[src/rtl/video_mode_scheduler.sv]
// ---------------------------------------------------------------------------
// video_mode_scheduler
//   Chooses the test-pattern mode that the pattern generator shows. The mode
//   changes only at frame boundaries. It can rotate on a timer (auto_en),
//   counted in frames, or change on an explicit request.
//
// Ports
//   clk, rst_n           pixel clock, asynchronous active-low reset
//   next_pixel           the video output consumed a pixel this cycle
//   row_address          row of the current pixel
//   col_address          column of the current pixel
//   auto_en              enables automatic rotation every FRAMES_PER_MODE frames
//   req_valid/req_ready  mode request handshake
//   req_mode             requested mode
//   pattern_mode         mode currently driven to the pattern generator
//   mode_changed         one-cycle pulse in the first cycle a new mode is visible
//   req_error            one-cycle pulse after a request for an illegal mode
//   frame_count          frames completed, wraps at 16 bits
//
// Handshake: a request is taken in any cycle where req_valid && req_ready.
// req_ready depends only on state, never on req_valid. After a legal request
// is taken, req_ready stays low until the new mode has been applied.
// ---------------------------------------------------------------------------
module video_mode_scheduler #(
  parameter int ROW_ADDR_WIDTH  = 10,
  parameter int COL_ADDR_WIDTH  = 11,
  parameter int MAX_ROW         = 1024,
  parameter int MAX_COL         = 1280,
  parameter int MODE_WIDTH      = 2,
  parameter int NUM_MODES       = 4,
  parameter int FRAMES_PER_MODE = 60,
  parameter int RESET_MODE      = 1
) (
  input  logic                      clk,
  input  logic                      rst_n,
  input  logic                      next_pixel,
  input  logic [ROW_ADDR_WIDTH-1:0] row_address,
  input  logic [COL_ADDR_WIDTH-1:0] col_address,
  input  logic                      auto_en,
  input  logic                      req_valid,
  output logic                      req_ready,
  input  logic [MODE_WIDTH-1:0]     req_mode,
  output logic [MODE_WIDTH-1:0]     pattern_mode,
  output logic                      mode_changed,
  output logic                      req_error,
  output logic [15:0]               frame_count
);

  localparam int DWELL_W = (FRAMES_PER_MODE > 1) ? $clog2(FRAMES_PER_MODE) : 1;

  typedef enum logic [1:0] {
    ST_RUN     = 2'd0,
    ST_PENDING = 2'd1,
    ST_APPLY   = 2'd2
  } state_t;

  state_t                state_q, state_d;
  logic [MODE_WIDTH-1:0] pattern_mode_q, pattern_mode_d;
  logic [MODE_WIDTH-1:0] stored_mode_q, stored_mode_d;
  logic [DWELL_W-1:0]    dwell_q, dwell_d;
  logic [15:0]           frame_count_q, frame_count_d;
  logic                  frame_end_q, frame_end_d;
  logic                  mode_changed_q, mode_changed_d;
  logic                  req_error_q, req_error_d;

  logic                  last_pixel;
  logic                  accept;
  logic                  req_legal;
  logic [MODE_WIDTH-1:0] next_mode;

  assign last_pixel = next_pixel &&
                      (row_address == ROW_ADDR_WIDTH'(MAX_ROW - 1)) &&
                      (col_address == COL_ADDR_WIDTH'(MAX_COL - 1));
  assign accept     = req_valid && (state_q == ST_RUN);
  assign req_legal  = int'(req_mode) < NUM_MODES;
  // Wrap to mode 0 when the current mode is out of range as well.
  assign next_mode  = (int'(pattern_mode_q) >= NUM_MODES - 1) ? '0
                                                              : pattern_mode_q + 1'b1;

  always_comb begin
    state_d        = state_q;
    pattern_mode_d = pattern_mode_q;
    stored_mode_d  = stored_mode_q;
    dwell_d        = dwell_q;
    mode_changed_d = 1'b0;
    req_error_d    = 1'b0;
    frame_end_d    = last_pixel;
    frame_count_d  = frame_count_q + {15'd0, frame_end_q};

    case (state_q)
      ST_RUN: begin
        if (accept) begin
          if (req_legal) begin
            stored_mode_d = req_mode;
            state_d       = ST_PENDING;
          end else begin
            req_error_d = 1'b1;
          end
        end
        // A request taken on this same frame_end waits for the next boundary.
        // It does not stop the auto rotation on this boundary.
        if (frame_end_q && auto_en) begin
          if (dwell_q == DWELL_W'(FRAMES_PER_MODE - 1)) begin
            pattern_mode_d = next_mode;
            dwell_d        = '0;
            mode_changed_d = 1'b1;
          end else begin
            dwell_d = dwell_q + 1'b1;
          end
        end
      end
      ST_PENDING: begin
        // The request wins over auto rotation on this boundary.
        if (frame_end_q) begin
          state_d = ST_APPLY;
          dwell_d = '0;
        end
      end
      ST_APPLY: begin
        state_d        = ST_RUN;
        pattern_mode_d = stored_mode_q;
        dwell_d        = '0;
        mode_changed_d = 1'b1;
      end
      default: state_d = ST_RUN;
    endcase
  end

  always_ff @(posedge clk or negedge rst_n) begin
    if (!rst_n) begin
      state_q        <= ST_RUN;
      pattern_mode_q <= MODE_WIDTH'(RESET_MODE);
      stored_mode_q  <= '0;
      dwell_q        <= '0;
      frame_count_q  <= '0;
      frame_end_q    <= 1'b0;
      mode_changed_q <= 1'b0;
      req_error_q    <= 1'b0;
    end else begin
      state_q        <= state_d;
      pattern_mode_q <= pattern_mode_d;
      stored_mode_q  <= stored_mode_d;
      dwell_q        <= dwell_d;
      frame_count_q  <= frame_count_d;
      frame_end_q    <= frame_end_d;
      mode_changed_q <= mode_changed_d;
      req_error_q    <= req_error_d;
    end
  end

  assign req_ready    = (state_q == ST_RUN);
  assign pattern_mode = pattern_mode_q;
  assign mode_changed = mode_changed_q;
  assign req_error    = req_error_q;
  assign frame_count  = frame_count_q;

endmodule

[config.mk]
export PLATFORM = sky130hd
export DESIGN_NAME = video_mode_scheduler
export DESIGN_NICKNAME = d
export VERILOG_FILES = /design/src/rtl/video_mode_scheduler.sv
export SDC_FILE = /design/constraint.sdc
export NUM_CORES = 1
export LEC_CHECK = 0
export ABC_AREA = 0
export ABC_CLOCK_PERIOD_IN_PS = 2000
export BUFFER_PORTS_ARGS = -buffer_cell sky130_fd_sc_hd__buf_4
export CAP_MARGIN = 20
export CORE_MARGIN = 1
export CORE_UTILIZATION = 50
export DETAILED_ROUTE_END_ITERATION = 10
export GPL_TIMING_DRIVEN = 1
export PLACE_DENSITY = 0.79
export RECOVER_POWER = 50
export SYNTH_ARGS = -nofsm -noshare
export SYNTH_HDL_FRONTEND = slang
export SYNTH_SLANG_ARGS = --single-unit
[constraint.sdc]
create_clock -name clk -period 2 [get_ports clk]
set_input_delay 0.1 -clock clk [delete_from_list [all_inputs] [get_ports clk]]
set_output_delay 0.1 -clock clk [all_outputs]
set_load 0.02 [all_outputs]
# Yosys cells after proc, flatten, opt, wreduce, memory -nomap -nowiden
# Index checks and enable logic that the tools add are counted.
[word_totals]
regBits = 30
output_inout_bits = 21
[op_classes]
addsub = 3
n_lt_le_gt_ge = 1
eq_ne = 9
mux = 14
n_reduce_logical = 11
[ops]
columns = ["cell", "count"]
rows = [
  ["6-bit 2-to-1 mux", 3],
  ["6-bit one-hot mux with 3 select lines", 1],
  ["16-bit by 1-bit adder with 16-bit output", 1],
  ["11-bit equality test, second input constant", 1],
  ["10-bit equality test, second input constant", 1],
  ["2-bit 2-to-1 mux", 5],
  ["2-bit one-hot mux with 2 select lines", 2],
  ["6-bit by 1-bit adder with 6-bit output, second input constant", 1],
  ["6-bit equality test, second input constant", 1],
  ["2-bit by 1-bit inequality test with 1-bit output, second input constant", 3],
  ["3-bit AND reduction", 2],
  ["1-bit logical AND", 4],
  ["2-bit AND reduction", 2],
  ["3-bit nonzero test", 1],
  ["2-bit by 1-bit adder with 2-bit output, second input constant", 1],
  ["2-bit by 1-bit equality test with 1-bit output, second input constant", 1],
  ["2-bit equality test, second input constant", 1],
  ["2-bit >= comparator, second input constant", 1],
  ["2-bit logical NOT", 1],
  ["1-bit 2-to-1 mux", 2],
  ["2-bit inequality test, second input constant", 1],
  ["1-bit one-hot mux with 2 select lines", 1],
  ["2-bit nonzero test", 1],
]

# Longest topological paths before layout
[depth]
depth_word = 5
mapped_depth = 7
ltp_nobuf = 6

# Worst setup path before layout
# Ideal clock, no wire load.
[synth_path]
path_type = "reg-to-reg"
startpoint = "register state_q[0]"
endpoint = "register dwell_q[5]"
setup_time_ns = 0.124
arrival_time_ns = 1.613
required_ns = 1.876
setup_slack_ns = 0.263
stages_incl_launch_ff = 8
path_buffers = 1
synth_period_minus_slack_ns = 1.737
path_cell_list = "dfrtp_1 inv_1 ha_1 nand2b_1 a31oi_1 buf_2 nor3_1 a211o_1"
[synth_between]
elab_chain_cells = 3
[synth_rtl]
columns = ["element", "line_no", "source"]
rows = [
  ["start: declaration", "57", "state_t state_q, state_d;"],
  ["start signal: assignment", "140", "state_q <= state_d;"],
  ["2-bit logical NOT *", "-", ""],
  ["named net req_ready", "41", "output logic req_ready,"],
  ["2-bit by 1-bit inequality test with 1-bit output (no source line) / 3-bit nonzero test (equally long branches)", "-", ""],
  ["3-bit AND reduction (no source line)", "-", ""],
  ["end signal: assignment", "143", "dwell_q <= dwell_d;"],
  ["end: declaration", "60", "logic [DWELL_W-1:0] dwell_q, dwell_d;"],
]
# The timed path passes the listed nets; every way through them passes the cells marked *.
# A chain may end at the register's enable or synchronous reset.

# Worst setup path after layout
[layout_path]
startpoint = "register state_q[0]"
endpoint = "register dwell_q[4]"
[layout_between]
elab_chain_cells = 3
[layout_rtl]
columns = ["element", "line_no", "source"]
rows = [
  ["2-bit by 1-bit equality test with 1-bit output (tied with other cells)", "90", "case (state_q)"],
  ["2-bit inequality test (no source line) (tied with other cells)", "-", ""],
  ["3-bit AND reduction (no source line)", "-", ""],
]
# Several ways; a longest one is shown, not always the timed one.

==> metrics <==
worst path cell trace=inv_1 -> ha_1 -> nor3_1 -> a31oi_1 -> buf_4 -> or4_1 -> nand3_1; Core Rows=19; initial antenna violation count=0; nets=242; crit path time final=1.87 ns; PwrDens=1020 mW/mm2; Worst slew margin=52.0%; # port buffers=47; measured slew at the worst slew-check pin=0.721 ns; Max stage delay cell, worst path=or4_1; GR Overflow Total=0; Layout area overhead=29.9%; area of the mapped netlist=0.00153 mm2; Flop pwr share=42.7%; Synth warnings=0; number of placed instances, taps included=224; # fillers=232; Ant. Diodes=0; gpl congestion=0.804; asr flop ratio synth=100%; Crit Path Max Fanout=9; Seq/Total Area, Yosys=49.0%; Layout Cells excl Fill=237; Detailed Route Iter0 Violations=42; CTS tree=yes; WL/cell=13.3 um; Post-synth EDFFs=0; Final Cycle Share=93.5%; CP Capture Type=flip-flop; Root Buffer=clkbuf_4; first-pass GRT wire length=5230 um; startpoint types=flip-flop; Max Fclk=535 MHz; GRT Util Overall=21.5%; maximum VDD drop=842 uV; Gate Count Post-Synth=148; LEAKAGE=0.000976 uW; Final Hold Fails=0; core area=0.00283 mm2; setup repair bufs after CTS=0; post-route clock skew=0.0101 ns; hold buffers post-CTS=5; CTS resizes=0; Worst path top cell family by delay=simple AND/OR/NAND/NOR gates; synthesis-stage register bit count=30; clk slew on worst S/H paths=0.10 ns; Crit path largest cell delay=0.48 ns; Switching Fraction=36.9%; most common cell after layout, fill and taps aside=buf_4; Starting Density=54.2%; Chip Width=57.4 um; Mean Syn Cell Area=10.4 um2; clk buf depth=2; critical path class=flip-flop to flip-flop; chip height=57.4 um; I/O pin cnt=49; Num Clock Sinks=30; Worst Path Buf+Inv=2; share of post-route cells with drive strength above 1=27.2%; antenna viol nets, final=0; RSZ-0062 raised after global routing=false; Clock Power Share=18.8%; Vias=1309; htree depth=2; WP data arrival=2.15 ns; drt pass-1 iters=7; die area=0.00329 mm2; Final Slew Violations=0; violated checks=design-rule violations; NetSw=747 uW; CTS Buf Count=5; Worst-Skew Late Latency=0.34 ns; largest net degree at the start of global routing=31; WL final=3150 um; synth unique cells=34; internal power=1280 uW; Comb pwr share=38.5%; syn nets=185; setup TNS=0 ns; outcome=finished with violations; # setup viols final=0; vias in the first global route=1261; Max Cap Viol=0; Hold Crit Class=input port to flip-flop; Vias per Instance=5.52; WP data required=2.28 ns; post-layout util=70.5%; Main synth FF type=dfrtp_1; Post-DP HPWL=2400 um; residual DRC count=1; commonest cells after routing, fill and taps aside=buf_4, dfrtp_1, nand2_1, nand3_1, clkbuf_1
## routing by layer
metal  vias up  wire length [um]  GRT usage, %
met5         -                 0             0
met4         0                54          13.2
met3         5               223          5.22
met2        56              1610          37.9
met1       618              1260          23.2
li1        630                 -             -
## logic make-up after synthesis
family | after synthesis | synth area share [%]
xor gates and xnor gates | 14 | 7.99
other | 1 | 0.244
adders and majority gates | 9 | 7.34
AOI/OAI and AO/OA | 15 | 6.12
muxes | 5 | 3.67
and+or+nand+nor | 61 | 22.0
buffers and inverters | 13 | 3.59
DFF | 30 | 49.0
## registers in the layout (all words and copies together), names as in the netlist
signal         count
state_q            2
mode_changed       1
frame_end_q        1
stored_mode_q      2
dwell_q            6
pattern_mode       2
frame_count       16
## synthesized netlist by cell type, types with 2 or more instances
library cell,count,area (um2)
dfrtp_1,29,726
nand2_1,14,52.6
nand3_1,14,70.1
ha_1,9,113
inv_1,9,33.8
nand4_1,7,43.8
nor2_1,7,26.3
o21ai_0,7,35.0
xnor2_1,7,61.3
xor2_1,7,61.3
mux2_2,5,56.3
nor3_1,5,25.0
nand2b_1,3,18.8
or4_1,3,22.5
buf_2,2,10.0
nor2b_1,2,12.5
## through the flow
stage	hold slack (ns)	cell area [um2]	total power, uW	setup slack, ns
4_1_cts	0.00463	2030	2050	0.132
2_1_floorplan	-0.196	1530	1390	0.263
6_report	0.0168	1990	2020	0.131
3_3_place_gp	0.0430	1920	1610	0.264
5_1_grt	0.0192	1990	2160	0.0331
3_5_place_dp	0.0481	1920	1650	0.140
## final cells by class
type                       instances  area, um2  area share (%)
tap                               31       38.8            1.95
multi-input combinational        105        727            36.5
sequential                        30        752            37.7
clock buffer                       7       55.1            2.76
clock inverter                     1       5.00           0.251
timing repair buffer              54        382            19.1
inverter                           9       33.8            1.69
## path summary, 6_finish.rpt
| kind | end | from | cells past startpoint | slack, ns |
|---|---|---|---|---|
| setup / recovery | dwell_q[4] | state_q[0] | 7 | 0.13 |
| hold / removal | frame_end_q | row_address[5] | 3 | 0.02 |
| min in group asynchronous | frame_count[15] | rst_n | 2 | 0.34 |
| setup reg to reg | dwell_q[4] | state_q[0] | 7 | 0.13 |
| hold reg to reg | frame_count[15] | frame_count[15] | 1 | 0.48 |
| max in group asynchronous | state_q[1] | rst_n | 2 | 1.19 |
## power groups by stage
| stage | clock network [uW] | logic [uW] | registers (uW) |
|---|---|---|---|
| after floorplan | 0 | 517 | 869 |
| after detailed placement | 0 | 779 | 876 |
| final | 381 | 778 | 865 |
| after global placement | 0 | 745 | 864 |
| after global routing | 405 | 877 | 881 |
| after CTS | 386 | 796 | 863 |
## worst register-to-register path: cells and delay by family, from the launching register on
family          cells  cell delay (ns)
buf+inv             2             0.28
flops               1             0.41
fa+ha+maj           1             0.25
compound gates      1             0.09
simple gates        3             0.78
(Power assumes the default switching activity.)
